<file path="config.mk">
export PLATFORM = sky130hd
export DESIGN_NAME = mem_port_arbiter
export DESIGN_NICKNAME = d
export VERILOG_FILES = /design/src/rtl/mem_port_arbiter_pkg.sv /design/src/rtl/mem_port_arbiter_lane_align.sv /design/src/rtl/mem_port_arbiter.sv
export SDC_FILE = /design/constraint.sdc
export NUM_CORES = 1
export LEC_CHECK = 0
export ABC_CLOCK_PERIOD_IN_PS = 3400
export BUFFER_PORTS_ARGS = -buffer_cell sky130_fd_sc_hd__buf_4
export CORE_ASPECT_RATIO = 1.75
export CORE_MARGIN = 4
export CORE_UTILIZATION = 45
export DETAILED_ROUTE_END_ITERATION = 12
export PLACE_DENSITY = 0.78
export SKIP_LAST_GASP = 1
export SYNTH_ARGS = -nofsm -noshare
export SYNTH_HDL_FRONTEND = slang
export SYNTH_HIERARCHICAL = 1
export SYNTH_SLANG_ARGS = --single-unit
</file>
<file path="constraint.sdc">
create_clock -name i_clk -period 3.4 [get_ports i_clk]
set_clock_uncertainty 0.05 [all_clocks]
set_input_delay 0.34 -clock i_clk [delete_from_list [all_inputs] [get_ports i_clk]]
set_output_delay 0.34 -clock i_clk [all_outputs]
set_load 0.01 [all_outputs]
</file>
<file path="src/rtl/mem_port_arbiter_pkg.sv">
// Shared definitions for the IF/DM memory port arbiter: widths, funct3 encodings,
// FSM state and owner types.
package mem_port_arbiter_pkg;

    localparam int unsigned XLEN            = 32;
    localparam int unsigned TIMEOUT_DEFAULT = 255;

    localparam logic [2:0] F3_B  = 3'b000;
    localparam logic [2:0] F3_H  = 3'b001;
    localparam logic [2:0] F3_W  = 3'b010;
    localparam logic [2:0] F3_BU = 3'b100;
    localparam logic [2:0] F3_HU = 3'b101;

    typedef enum logic [1:0] {
        ST_IDLE,
        ST_BUSY,
        ST_RESP
    } arb_state_t;

    typedef enum logic {
        OWN_IF,
        OWN_DM
    } owner_t;

endpackage

</file>
<file path="src/rtl/mem_port_arbiter_lane_align.sv">
// Combinational byte-lane logic: store strobes and lane-replicated write data,
// load lane extraction with sign/zero extension, and misalignment detection.
module mem_port_arbiter_lane_align
    import mem_port_arbiter_pkg::*;
(
    input  logic            i_is_fetch,
    input  logic            i_we,
    input  logic [2:0]      i_funct3,
    input  logic [1:0]      i_lane,
    input  logic [XLEN-1:0] i_wdata,
    input  logic [XLEN-1:0] i_rdata,
    output logic            o_misalign,
    output logic [3:0]      o_wstrb,
    output logic [XLEN-1:0] o_wdata,
    output logic [XLEN-1:0] o_rdata
);

    logic [XLEN-1:0] w_shifted;

    assign w_shifted = i_rdata >> {i_lane, 3'b000};

    always_comb begin
        o_misalign = 1'b0;
        o_wstrb    = '0;
        o_wdata    = '0;
        o_rdata    = '0;
        if (i_is_fetch) begin
            o_misalign = |i_lane;
            o_rdata    = i_rdata;
        end else if (i_we) begin
            unique case (i_funct3)
                F3_B: begin
                    o_wstrb = 4'b0001 << i_lane;
                    o_wdata = {4{i_wdata[7:0]}};
                end
                F3_H: begin
                    o_misalign = i_lane[0];
                    o_wstrb    = i_lane[1] ? 4'b1100 : 4'b0011;
                    o_wdata    = {2{i_wdata[15:0]}};
                end
                F3_W: begin
                    o_misalign = |i_lane;
                    o_wstrb    = 4'b1111;
                    o_wdata    = i_wdata;
                end
                default: o_misalign = 1'b1;
            endcase
        end else begin
            unique case (i_funct3)
                F3_B:  o_rdata = {{(XLEN-8){w_shifted[7]}}, w_shifted[7:0]};
                F3_BU: o_rdata = {{(XLEN-8){1'b0}}, w_shifted[7:0]};
                F3_H: begin
                    o_misalign = i_lane[0];
                    o_rdata    = {{(XLEN-16){w_shifted[15]}}, w_shifted[15:0]};
                end
                F3_HU: begin
                    o_misalign = i_lane[0];
                    o_rdata    = {{(XLEN-16){1'b0}}, w_shifted[15:0]};
                end
                F3_W: begin
                    o_misalign = |i_lane;
                    o_rdata    = i_rdata;
                end
                default: o_misalign = 1'b1;
            endcase
        end
    end

endmodule

</file>
<file path="src/rtl/mem_port_arbiter.sv">
// Round-robin arbiter sharing one request/ack memory bus between instruction fetch
// and the memory stage, with misalignment rejection and a BUSY timeout.
module mem_port_arbiter
    import mem_port_arbiter_pkg::*;
#(
    parameter int unsigned TIMEOUT_CYCLES = TIMEOUT_DEFAULT
) (
    input  logic            i_clk,
    input  logic            i_rst,
    input  logic            i_if_req,
    input  logic [XLEN-1:0] i_if_addr,
    output logic            or_if_ack,
    output logic [XLEN-1:0] or_if_data,
    output logic            or_if_err,
    input  logic            i_dm_req,
    input  logic [XLEN-1:0] i_dm_addr,
    input  logic            i_dm_we,
    input  logic [2:0]      i_dm_funct3,
    input  logic [XLEN-1:0] i_dm_wdata,
    output logic            or_dm_ack,
    output logic [XLEN-1:0] or_dm_rdata,
    output logic            or_dm_err,
    output logic            or_mem_req,
    output logic [XLEN-1:0] or_mem_addr,
    output logic            or_mem_we,
    output logic [3:0]      or_mem_wstrb,
    output logic [XLEN-1:0] or_mem_wdata,
    input  logic            i_mem_ack,
    input  logic [XLEN-1:0] i_mem_rdata
);

    localparam int unsigned    TW       = (TIMEOUT_CYCLES > 2) ? $clog2(TIMEOUT_CYCLES) : 1;
    localparam logic [TW-1:0]  TMO_LAST = TW'((TIMEOUT_CYCLES == 0) ? 0 : TIMEOUT_CYCLES - 1);

    arb_state_t      r_state, w_state_nxt;
    owner_t          r_last, r_owner;
    logic            r_we;
    logic [2:0]      r_funct3;
    logic [1:0]      r_lane;
    logic [TW-1:0]   r_tmo;

    logic            w_pick_dm, w_grant, w_finish, w_tmo_hit;
    logic [XLEN-1:0] w_sel_addr;
    logic            w_al_fetch, w_al_we, w_misalign;
    logic [2:0]      w_al_f3;
    logic [1:0]      w_al_lane;
    logic [3:0]      w_al_wstrb;
    logic [XLEN-1:0] w_al_wdata, w_al_rdata;

    assign w_pick_dm  = i_dm_req & (~i_if_req | (r_last == OWN_IF));
    assign w_sel_addr = w_pick_dm ? i_dm_addr : i_if_addr;

    // In IDLE the aligner looks at the candidate request; afterwards at the captured one.
    assign w_al_fetch = (r_state == ST_IDLE) ? ~w_pick_dm            : (r_owner == OWN_IF);
    assign w_al_we    = (r_state == ST_IDLE) ? (w_pick_dm & i_dm_we) : r_we;
    assign w_al_f3    = (r_state == ST_IDLE) ? i_dm_funct3           : r_funct3;
    assign w_al_lane  = (r_state == ST_IDLE) ? w_sel_addr[1:0]       : r_lane;

    mem_port_arbiter_lane_align u_align (
        .i_is_fetch (w_al_fetch),
        .i_we       (w_al_we),
        .i_funct3   (w_al_f3),
        .i_lane     (w_al_lane),
        .i_wdata    (i_dm_wdata),
        .i_rdata    (i_mem_rdata),
        .o_misalign (w_misalign),
        .o_wstrb    (w_al_wstrb),
        .o_wdata    (w_al_wdata),
        .o_rdata    (w_al_rdata)
    );

    always_comb begin
        w_state_nxt = r_state;
        w_grant     = 1'b0;
        w_finish    = 1'b0;
        w_tmo_hit   = 1'b0;
        unique case (r_state)
            ST_IDLE: begin
                if (i_if_req || i_dm_req) begin
                    w_grant     = 1'b1;
                    w_state_nxt = w_misalign ? ST_RESP : ST_BUSY;
                end
            end
            ST_BUSY: begin
                if (i_mem_ack) begin
                    w_finish    = 1'b1;
                    w_state_nxt = ST_RESP;
                end else if ((TIMEOUT_CYCLES != 0) && (r_tmo == TMO_LAST)) begin
                    w_finish    = 1'b1;
                    w_tmo_hit   = 1'b1;
                    w_state_nxt = ST_RESP;
                end
            end
            ST_RESP: w_state_nxt = ST_IDLE;
            default: w_state_nxt = ST_IDLE;
        endcase
    end

    always_ff @(posedge i_clk) begin
        if (i_rst) r_state <= ST_IDLE;
        else       r_state <= w_state_nxt;
    end

    always_ff @(posedge i_clk) begin
        if (i_rst) begin
            r_last       <= OWN_IF;
            r_owner      <= OWN_IF;
            r_we         <= 1'b0;
            r_funct3     <= '0;
            r_lane       <= '0;
            r_tmo        <= '0;
            or_if_ack    <= 1'b0;
            or_if_data   <= '0;
            or_if_err    <= 1'b0;
            or_dm_ack    <= 1'b0;
            or_dm_rdata  <= '0;
            or_dm_err    <= 1'b0;
            or_mem_req   <= 1'b0;
            or_mem_addr  <= '0;
            or_mem_we    <= 1'b0;
            or_mem_wstrb <= '0;
            or_mem_wdata <= '0;
        end else begin
            or_if_ack   <= 1'b0;
            or_if_data  <= '0;
            or_if_err   <= 1'b0;
            or_dm_ack   <= 1'b0;
            or_dm_rdata <= '0;
            or_dm_err   <= 1'b0;
            if (w_grant) begin
                r_last   <= w_pick_dm ? OWN_DM : OWN_IF;
                r_owner  <= w_pick_dm ? OWN_DM : OWN_IF;
                r_we     <= w_al_we;
                r_funct3 <= i_dm_funct3;
                r_lane   <= w_al_lane;
                if (w_misalign) begin
                    or_if_ack <= ~w_pick_dm;
                    or_if_err <= ~w_pick_dm;
                    or_dm_ack <= w_pick_dm;
                    or_dm_err <= w_pick_dm;
                end else begin
                    or_mem_req   <= 1'b1;
                    or_mem_addr  <= {w_sel_addr[XLEN-1:2], 2'b00};
                    or_mem_we    <= w_al_we;
                    or_mem_wstrb <= w_al_we ? w_al_wstrb : 4'b0000;
                    or_mem_wdata <= w_al_we ? w_al_wdata : '0;
                end
            end
            if (w_finish) begin
                r_tmo        <= '0;
                or_mem_req   <= 1'b0;
                or_mem_addr  <= '0;
                or_mem_we    <= 1'b0;
                or_mem_wstrb <= '0;
                or_mem_wdata <= '0;
                if (r_owner == OWN_IF) begin
                    or_if_ack  <= 1'b1;
                    or_if_err  <= w_tmo_hit;
                    or_if_data <= w_tmo_hit ? '0 : w_al_rdata;
                end else begin
                    or_dm_ack   <= 1'b1;
                    or_dm_err   <= w_tmo_hit;
                    or_dm_rdata <= (w_tmo_hit || r_we) ? '0 : w_al_rdata;
                end
            end else if (r_state == ST_BUSY) begin
                r_tmo <= r_tmo + 1'b1;
            end
        end
    end

endmodule

</file>
### Word level (Yosys, flattened, before mapping)

Cells that the tools add are included.

| word-level totals | value |
|---|---|
| latch bits | 0 |
| register bits | 153 |
| bits of input ports | 137 |
| bits in writable memories | 0 |
| ROM bits | 0 |
| memories | 0 |

| operators by class | value |
|---|---|
| multiply operators | 0 |
| $add $sub $neg | 1 |
| divide/modulo/power cells | 0 |
| $lt $le $gt $ge | 0 |
| muxes and demuxes | 44 |
| shifts and indexed selects | 2 |
| equality and inequality tests | 8 |
| bitwise gates (word level) | 8 |
| reduce and logical (&&, ||, !) cells | 12 |

Operator list:

| operator | number |
|---|---|
| 32-bit 2-to-1 mux | 5 |
| 32-bit case mux with 5 select lines | 1 |
| 32-bit case mux with 3 select lines | 1 |
| 32-bit by 5-bit right shift with 16-bit output | 1 |
| 1-bit 2-to-1 mux | 24 |
| 4-bit 2-to-1 mux | 3 |
| 4-bit case mux with 3 select lines | 1 |
| 2-bit 2-to-1 mux | 5 |
| 8-bit by 1-bit adder with 8-bit output, second input constant | 1 |
| 8-bit equality test, second input constant | 1 |
| 2-bit OR reduction | 4 |
| 4-bit OR reduction | 2 |
| 3-bit equality test, second input constant | 2 |
| 1-bit case mux with 3 select lines | 2 |
| 1-bit inverter | 5 |
| 2-bit case mux with 2 select lines | 1 |
| 2-bit AND reduction | 2 |
| 1-bit by 2-bit left shift with 4-bit output, first input constant | 1 |
| 3-bit by 1-bit equality test with 1-bit output, second input constant | 1 |
| 3-bit by 2-bit equality test with 1-bit output, second input constant | 1 |
| 3-bit zero test | 1 |
| 3-bit 2-to-1 mux | 1 |
| 3-bit != test, second input constant | 1 |
| 1-bit bitwise AND | 2 |
| other kinds (5) | 6 |

### Longest topological paths before layout

Gate-level depths: netlist of run 1.

| logic depth | value |
|---|---|
| depth in word-level cells | 13 |
| mapped depth | 15 |
| mapped depth without buffers | 10 |

### Modules after synthesis

The synthesis of run 1 kept the hierarchy.

Modules (own cells, without submodules):

| module | seq. area each (um^2) | cells each | area each (um^2) | times used |
|---|---|---|---|---|
| mem_port_arbiter | 3062.9 | 523 | 5355.1 | 1 |
| mem_port_arbiter_lane_align | 0.0 | 223 | 1332.5 | 1 |

### Least setup slack after synthesis of run 1

OpenSTA, ideal clock, no wires.

| timing path | value |
|---|---|
| path kind | flip-flop to flip-flop |
| start | reg r_state[1] |
| end | reg or_mem_wdata[15] |
| path slack | 673 ps |
| buffers on the path | 5 |
| arrival | 2560 ps |
| setup time | 117 ps |
| data required time | 3233 ps |
| stages on the path, launching flop included | 15 |
| cells stage by stage | dfxtp_1 -> or2_1 -> clkbuf_1 -> o21ai_0 -> buf_6 -> clkbuf_1 -> o21ai_0 -> a21o_1 -> o21ai_0 -> inv_1 -> and4_1 -> buf_4 -> buf_2 -> a22oi_1 -> nor2_1 |

| between the ends | value |
|---|---|
| elaborated cells on any way between the ends | 26 |

RTL lines:

| what | RTL line | text |
|---|---|---|
| from (decl) | mem_port_arbiter.sv:35 | `arb_state_t r_state, w_state_nxt;` |
| from (signal assigned) | mem_port_arbiter.sv:101 | `else r_state <= w_state_nxt;` |
| 2-bit zero test (*) | mem_port_arbiter.sv:57 | `assign w_al_lane = (r_state == ST_IDLE) ? w_sel_addr[1:0] : r_lane;` |
| 2-bit 2-to-1 mux (*) | mem_port_arbiter.sv:57 |  |
| via w_al_lane[0] | mem_port_arbiter.sv:46 | `logic [1:0] w_al_lane;` |
| 2-bit OR reduction | mem_port_arbiter_lane_align.sv:28, mem_port_arbiter_lane_align.sv:42, mem_port_arbiter_lane_align.sv:61 |  |
| 1-bit case mux with 3 select lines, on equally long branches | mem_port_arbiter_lane_align.sv:49, mem_port_arbiter_lane_align.sv:31 |  |
| 1-bit 2-to-1 mux | mem_port_arbiter_lane_align.sv:30 | `end else if (i_we) begin` |
| 1-bit 2-to-1 mux (*) | mem_port_arbiter_lane_align.sv:27 | `if (i_is_fetch) begin` |
| via w_misalign | mem_port_arbiter.sv:44 | `logic w_al_fetch, w_al_we, w_misalign;` |
| 1-bit inverter (no source line) (*) | -- |  |
| 2-bit AND reduction (no source line) (*) | -- |  |
| to (signal assigned) | mem_port_arbiter.sv:146 | `or_mem_wdata <= w_al_we ? w_al_wdata : '0;` |
| to (decl) | mem_port_arbiter.sv:27 | `output logic [XLEN-1:0] or_mem_wdata,` |

The timed path passes the listed nets; every way through them passes the cells marked *.
A chain may end at the register's enable or synchronous reset.

### Final worst setup path of run 1

| timing path | value |
|---|---|
| start | reg r_owner |
| end | reg or_if_data[31] |

| between the ends | value |
|---|---|
| word-level cells in the longest chain between the ends | 9 |
| elaborated cells on any way between the ends | 14 |

RTL lines:

| what | RTL line | text |
|---|---|---|
| from (decl) | mem_port_arbiter.sv:36 | `owner_t r_last, r_owner;` |
| from (signal assigned) | mem_port_arbiter.sv:132 | `r_owner <= w_pick_dm ? OWN_DM : OWN_IF;` |
| 1-bit inverter (no source line) | -- |  |
| 1-bit bitwise OR | -- |  |
| 1-bit bitwise AND | -- |  |
| 32-bit 2-to-1 mux | -- |  |
| 2-bit 2-to-1 mux | -- |  |
| via w_al_lane[0] | mem_port_arbiter.sv:46 |  |
| 32-bit by 5-bit right shift with 16-bit output | -- |  |
| 32-bit case mux with 5 select lines | -- |  |
| 32-bit 2-to-1 mux | -- |  |
| 32-bit 2-to-1 mux | mem_port_arbiter_lane_align.sv:27 |  |
| via w_al_rdata[31] | mem_port_arbiter.sv:48 | `logic [XLEN-1:0] w_al_wdata, w_al_rdata;` |
| to (signal assigned) | mem_port_arbiter.sv:159 | `or_if_data <= w_tmo_hit ? '0 : w_al_rdata;` |
| to (decl) | mem_port_arbiter.sv:13 | `output logic [XLEN-1:0] or_if_data,` |

The timed path passes the listed nets, and every way through them passes these cells.

==> impl_metrics.csv, run 1 <==
group,metric,value,unit
timing,finalCriticalPeriod,2.96,ns
cts,clk_latency,0.41,ns
yosys,synth.ff_latch_count,153,
routing,ant_nets,0,
cells_and_area,drive_above_1_share,33.8,%
timing,rsz0062_at_grt,"false",
cts,root_buffer,"clkbuf_16",
pwr,power.leakage,4.26,nW
cts,cts_buffer_depth,2,
outcome,status,"complete, no violations",
grt,grt_overflow_total,0,
worst_setup_path,slowest_stage,"dfxtp_1",
worst_setup_path,worstSetupPathType,"flop to flop",
worst_setup_path,crit_fanout,16,
pwr,p_switching,0.00277,W
yosys,syn_area,0.00669,sq mm
cells_and_area,area_growth_syn_to_layout,40.4,%
yosys,synth_cells,746,
yosys,synth-async-reset-ratio,0,%
timing,tightest_slew,0.909,ns
yosys,synthTopCellsByArea,"dfxtp_1, and2_1, nor2_1, mux2i_1, a22oi_1",
routing,wl_per_cell,17.1,um
pwr,ir_worst_vdd,0.000510,V
place,portBuffers,272,
yosys,synth_edf_count,0,
place,hpwl,15500,um
routing,vias,6313,
timing,hold_viol_final,0,
yosys,synth.distinct_cells,50,
grt,antenna_found_initial,0,
floorplan,die_h,169,um
pwr,p_seq_share,30.5,%
yosys,post_synth.cell_area_avg,8.96,sq um
floorplan,die_x,100,um
routing,drt_iter0_markers,251,
cts,cts_tree,"yes",
floorplan,floorplan.initialDensity,46.1,%
routing,viasPerCell,5.33,
routing,dr.pass1.iters,5,
cells_and_area,nets,1132,
timing,setup_viol,0,
yosys,synth_ff_type,"dfxtp_1",
grt,grt_pass1_vias,6377,
yosys,synth_top_area_cell,"dfxtp_1",
yosys,synth.most_common_cell,"dfxtp_1",
yosys,yosys-top-cells-count,"dfxtp_1, nor2_1, and2_1",
floorplan,std_cell_rows,58,
grt,grt_pass1_wl,32000,um
routing,wl,20300,um
cts,htreeDepth,4,
routing,drc,0,
cts,tritoncts.num_buffers,17,
cells_and_area,nFillCells,1250,
cells_and_area,antennaDiodeCount,0,
worst_setup_path,worstPathRequired,3.70,ns
cts,cts.clk_slew.worst_paths,0.06,ns
grt,grt_max_degree,62,
pwr,p_int,0.00449,W
floorplan,dieArea,0.0170,sq mm
floorplan,core_area,0.0145,sq mm
worst_setup_path,cpMostUsedCell,"mux2i_1",
run,max-cap-violations,0,
timing,max_freq,337,MHz
worst_setup_path,worst-endpoint-arrival,3.27,ns
pwr,power_per_cell_area,773,mW/mm^2
worst_setup_path,cp-end-kind,"flop",
timing,fin_setup_tns,0,ns
floorplan,ioPinCount,275,
pwr,p_comb_share,43.5,%
timing,drv_slew,0,
yosys,yosys_warnings,6,
timing,relSlewSlack,39.3,%
pwr,clock_power_share,26.0,%
worst_setup_path,startpoint_type,"flop",
pwr,swShare,38.1,%
worst_setup_path,critPathMaxStageDelay,0.60,ns
cells_and_area,final_util,64.7,%
cts,cts_num_sinks,153,
worst_setup_path,cp_cell_sequence,"a21boi_4 > mux2i_1 > o21ai_1 > buf_4 > mux2i_1 > mux4_2 > or3_1 > nand2_1 > and2_1",
yosys,ys_seq_area_share,45.8,%
cts,cts-hold-fix-buffers,0,
grt,grt_usage,23.8,%
min_path,worstHoldPathType,"input pin to flop",
place,place_congestion,0.853,
yosys,synth_top_area_share,45.8,%
timing,period_share,87.2,%
==> layout by cell type, fill, tap and decap left out, drive strengths merged, types with 3 or more instances in the layout <==
master,synthesis,layout
buf,43,289
dfxtp,153,153
nor2,117,117
and2,73,73
nand2,58,58
a21oi,45,45
a22oi,44,44
mux2i,35,35
a211oi,33,33
clkbuf,19,19
o2bb2ai,16,16
a2bb2oi,16,16
nor2b,12,12
o21ai,10,10
a22o,8,8
inv,4,8
mux2,7,7
o21bai,5,5
xor2,5,5
nand2b,4,4
clkinv,1,4
nand4,3,3
nand3,3,3
clkinvlp,0,3
nor3b,3,3
and3,3,3
==> critical path, delay by kind of cell, from the launching register on <==
family / cells / cell delay [ns]
muxes: 3 / 0.74
buffers and inverters: 1 / 0.25
DFF: 1 / 0.60
AOI/OAI and AO/OA: 2 / 0.37
and+or+nand+nor: 3 / 0.91
==> power by group through the flow <==
stage	combinational, W	sequential, W	clock (W)
5_1_grt	0.00348	0.00224	0.00200
6_report	0.00316	0.00221	0.00189
3_5_place_dp	0.00316	0.00224	0
4_1_cts	0.00316	0.00221	0.00192
3_3_place_gp	0.00311	0.00224	0
2_1_floorplan	0.00206	0.00233	0
==> metrics by stage <==
stage | cells | area [sq um] | power, W | hold WS (ns) | setup slack (ns)
after floorplan | 747 | 6690 | 0.00439 | 0.387 | 0.673
after global placement | 1154 | 8790 | 0.00535 | 0.397 | 0.487
after detailed placement | 1154 | 8790 | 0.00540 | 0.409 | 0.437
after CTS | 1185 | 9380 | 0.00729 | 0.116 | 0.426
after global routing | 1185 | 9390 | 0.00773 | 0.118 | 0.233
final | 1185 | 9390 | 0.00725 | 0.128 | 0.435
==> kinds of logic (layout without fill, tap and decap cells) <==
| logic type | count (synthesis) | in the layout | synth area share (%) |
|---|---|---|---|
| flops | 153 | 153 | 45.8 |
| compound gates | 185 | 185 | 19.5 |
| xor+xnor | 7 | 7 | 0.917 |
| other cells | 1 | 2 | 0.0561 |
| simple gates | 287 | 287 | 20.9 |
| mux | 44 | 44 | 7.09 |
| buf+inv | 67 | 325 | 5.33 |
| fa+ha+maj | 2 | 2 | 0.374 |
==> final timing paths <==
| check | depth (start not counted) | endpoint | slack (ns) | from |
|---|---|---|---|---|
| worst max-delay path | 9 | or_if_data[31] | 0.44 | r_owner |
| worst min-delay path | 2 | or_dm_err | 0.13 | i_mem_ack |
| worst max register to register | 9 | or_if_data[31] | 0.44 | r_owner |
| worst min register to register | 2 | r_funct3[0] | 0.41 | r_funct3[0] |
==> final cells by class <==
cell class	count	area, sq um	share of cell area [%]
multi-input combinational	527	3290	35.1
tap	180	225	2.40
clock inverter	12	140	1.49
timing repair buffer	289	2190	23.4
inverter	5	18.8	0.200
sequential	153	3060	32.6
clock buffer	19	453	4.83
==> routing by layer <==
layer	up-vias	global-route usage, %	wire length (um)
li1	3076	-	-
met1	2927	24.2	6880
met2	268	43.5	10900
met3	42	7.16	1730
met4	0	11.1	815
met5	-	0	0
==> repair_timing <==
action | 4_1_cts | 5_1_grt
hold endpoints to repair | 0 | 0
setup endpoints to repair | 0 | 3
setup buffers | 0 | 0
gates resized for setup | 0 | 1
==> sequential cells by signal (all words and copies together), names as in the netlist, 2 cells and up <==
register      flops
or_if_data       32
or_mem_wdata     32
r_state           2
r_lane            2
or_mem_wstrb      4
r_funct3          3
or_mem_addr      30
r_tmo             8
or_dm_rdata      32
Note: power is estimated with default switching activity, not from simulation.
==> run 2: changes to the inputs <==
--- a/config.mk
+++ b/config.mk
@@ -11,9 +11,8 @@
 export CORE_MARGIN = 4
 export CORE_UTILIZATION = 45
 export DETAILED_ROUTE_END_ITERATION = 12
-export PLACE_DENSITY = 0.78
+export PLACE_DENSITY = 0.79
 export SKIP_LAST_GASP = 1
 export SYNTH_ARGS = -nofsm -noshare
 export SYNTH_HDL_FRONTEND = slang
-export SYNTH_HIERARCHICAL = 1
 export SYNTH_SLANG_ARGS = --single-unit
==> run 2 against run 1 <==
  * Sequential cell count unchanged
  * Routed wire length increased by 3.3%
  * Clock power increased by 6%
  * Combinational power increased by 5%
==> impl_metrics.csv, run 2 <==
group,metric,value,unit
outcome,status,"complete, no violations",
cells_and_area,nets,1099,
timing,hold_ws,0.0797,ns
grt,grt_overflow_total,0,
cts,cts.clk_slew.worst_paths,0.07,ns
worst_setup_path,cpMostUsedCell,"buf_4",
yosys,synth.ff_latch_count,153,
floorplan,dieArea,0.0164,sq mm
worst_setup_path,cpLargestDelayFamily,"compound AO/OA/AOI/OAI gates",
routing,wl_per_cell,18.2,um
cts,cts_num_sinks,153,
timing,period_share,86.7,%
worst_setup_path,worstSetupPathType,"flop to flop",
yosys,post_synth.cell_area_avg,9.13,sq um
worst_setup_path,cp_cell_sequence,"nor2_1 > buf_4 > mux2i_1 > and2_0 > buf_4 > nand3_1 > a41oi_2 > a21o_1",
worst_setup_path,cp-end-kind,"flop",
worst_setup_path,reg2reg_slack,0.45,ns
cts,clk_latency,0.42,ns
routing,ant_nets,0,
worst_setup_path,crit_buf_inv,2,
grt,grt_usage,24.9,%
cts,cts_buffer_depth,2,
yosys,yosys-top-cells-count,"dfxtp_1, nand2_1, nor2_1",
timing,setup_viol,0,
grt,grt_pass1_wl,32800,um
worst_setup_path,crit_start,"r_state[0]",
run,max-cap-violations,0,
yosys,syn_area,0.00644,sq mm
timing,fin_setup_tns,0,ns
worst_setup_path,critPathMaxStageDelay,0.73,ns
cells_and_area,final_common_cell,"buf_4",
yosys,synth_cells,705,
worst_setup_path,timing.rr.start,"r_state[0]",
floorplan,core_area,0.0140,sq mm
worst_setup_path,crit_fanout,16,
cells_and_area,drive_above_1_share,36.5,%
grt,antenna_found_initial,0,
floorplan,std_cell_rows,57,
cts,cts_tree,"yes",
worst_setup_path,startpoint_type,"flop",
pwr,ir_worst_vdd,0.000601,V
cts,cts_resized,0,
min_path,worstHoldPathType,"input pin to flop",
yosys,synth_top_area_cell,"dfxtp_1",
routing,drc,0,
pwr,power.leakage,4.34,nW
cts,post_cts_buffers,0,
yosys,synth.most_common_cell,"dfxtp_1",
yosys,synth.distinct_cells,64,
yosys,synth_top_area_share,47.6,%
pwr,power_per_cell_area,833,mW/mm^2
timing,rsz0062_at_grt,"false",
timing,drv_slew,0,
worst_setup_path,ff2ff_path_depth,8,
routing,viasPerCell,5.49,
yosys,synth_edf_count,0,
cells_and_area,most-common-layout-cells,"buf_4, dfxtp_1, nand2_1",
cells_and_area,reg_top3,"or_dm_rdata x32, or_if_data x32, or_mem_wdata x32",
timing,tightest_slew,0.883,ns
cells_and_area,design_area,0.00922,sq mm
cts,root_buffer,"clkbuf_16",
place,placed_area,0.00859,sq mm
yosys,synth_ff_type,"dfxtp_1",
min_path,min_from,"i_mem_rdata[0]",
grt,grt_pass1_vias,6354,
floorplan,die_h,166,um
cts,htreeDepth,4,
timing,max_freq,339,MHz
worst_setup_path,cp.depth,8,
cells_and_area,antennaDiodeCount,0,
yosys,synthTopCellsByArea,"dfxtp_1, nand2_1, nor2_1, a311oi_1, a21o_1",
routing,wl,20900,um
timing,relSlewSlack,40.5,%
yosys,yosys_warnings,0,
worst_setup_path,worstPathRequired,3.71,ns
worst_setup_path,r2r_end,"or_dm_rdata[25]",
grt,grt_max_degree,77,
cts,cts-hold-fix-buffers,0,
floorplan,floorplan.initialDensity,46.0,%
routing,dr.pass1.iters,7,
yosys,ys_seq_area_share,47.6,%
worst_setup_path,crit_end,"or_dm_rdata[25]",
yosys,synth-async-reset-ratio,0,%
cells_and_area,area_growth_syn_to_layout,43.3,%
cts,tritoncts.num_buffers,17,
routing,vias,6319,
floorplan,die_x,98.4,um
floorplan,ioPinCount,275,
timing,hold_viol_final,0,
worst_setup_path,worst-endpoint-arrival,3.26,ns
routing,drt_iter0_markers,402,
worst_setup_path,slowest_stage,"a41oi_2",
place,hpwl,15600,um
timing,finalCriticalPeriod,2.95,ns
place,place_congestion,0.966,
place,portBuffers,272,
run 2: per-layer routing:
layer	share of wire [%]	routed length (um)	track usage, %
met5	0	0	0
met4	5.9	1230	15.0
met3	8.5	1790	7.15
met2	52	10900	43.8
met1	33	7000	25.5
run 2: cell type report:
cell class	count	area, sq um
repair buffers	293	2220
clock buffers	17	425
inverters	6	22.5
flip-flops and latches	153	3060
multi-input cells	489	3060
clock inverters	15	205
well taps	177	221
fillers	1254	4760
run 2: worst register-to-register path, stage by stage (launching register included):
cell and delay [ns]:
dfxtp_1 0.38, nor2_1 0.42, buf_4 0.26, mux2i_1 0.36, and2_0 0.25, buf_4 0.18
nand3_1 0.10, a41oi_2 0.73, a21o_1 0.16
run 2: through the flow:
step | worst slack, ns | power [W] | utilization [%] | cells
final | 0.451 | 0.00768 | 66.0 | 1150
after global routing | 0.170 | 0.00812 | 66.0 | 1150
after CTS | 0.501 | 0.00770 | 66.0 | 1150
after detailed placement | 0.556 | 0.00568 | 61.5 | 1118
after global placement | 0.637 | 0.00565 | 61.5 | 1118
after floorplan | 0.969 | 0.00458 | - | 706
run 2: worst min-delay path by stage:
stage | slack, ns | endpoint | cells past startpoint
after floorplan | 0.40 | or_dm_rdata[10] | 2
after global placement | 0.40 | or_mem_wstrb[1] | 2
after detailed placement | 0.40 | or_mem_wstrb[1] | 2
after CTS | 0.07 | or_dm_rdata[30] | 2
after global routing | 0.07 | or_dm_rdata[30] | 2
final | 0.08 | or_dm_rdata[0] | 2
run 2: report_power, final:
part	switching [W]	internal [W]	total (W)	leakage, nW
registers	0.000215	0.00213	0.00234	1.24
logic	0.00190	0.00142	0.00332	2.79
clock network	0.000827	0.00119	0.00201	0.308
run 2: cells by family (layout without fill, tap and decap cells):
group                      after synthesis  in the layout  share of synthesized area (%)
and+or+nand+nor                        269            269                           18.6
AOI/OAI and AO/OA                      196            196                           25.2
DFF                                    153            153                           47.6
buffers and inverters                   64            331                           5.11
muxes                                   13             13                           2.12
xor gates and xnor gates                 7              7                          0.953
adders and majority gates                2              2                          0.389
other                                    1              2                         0.0583
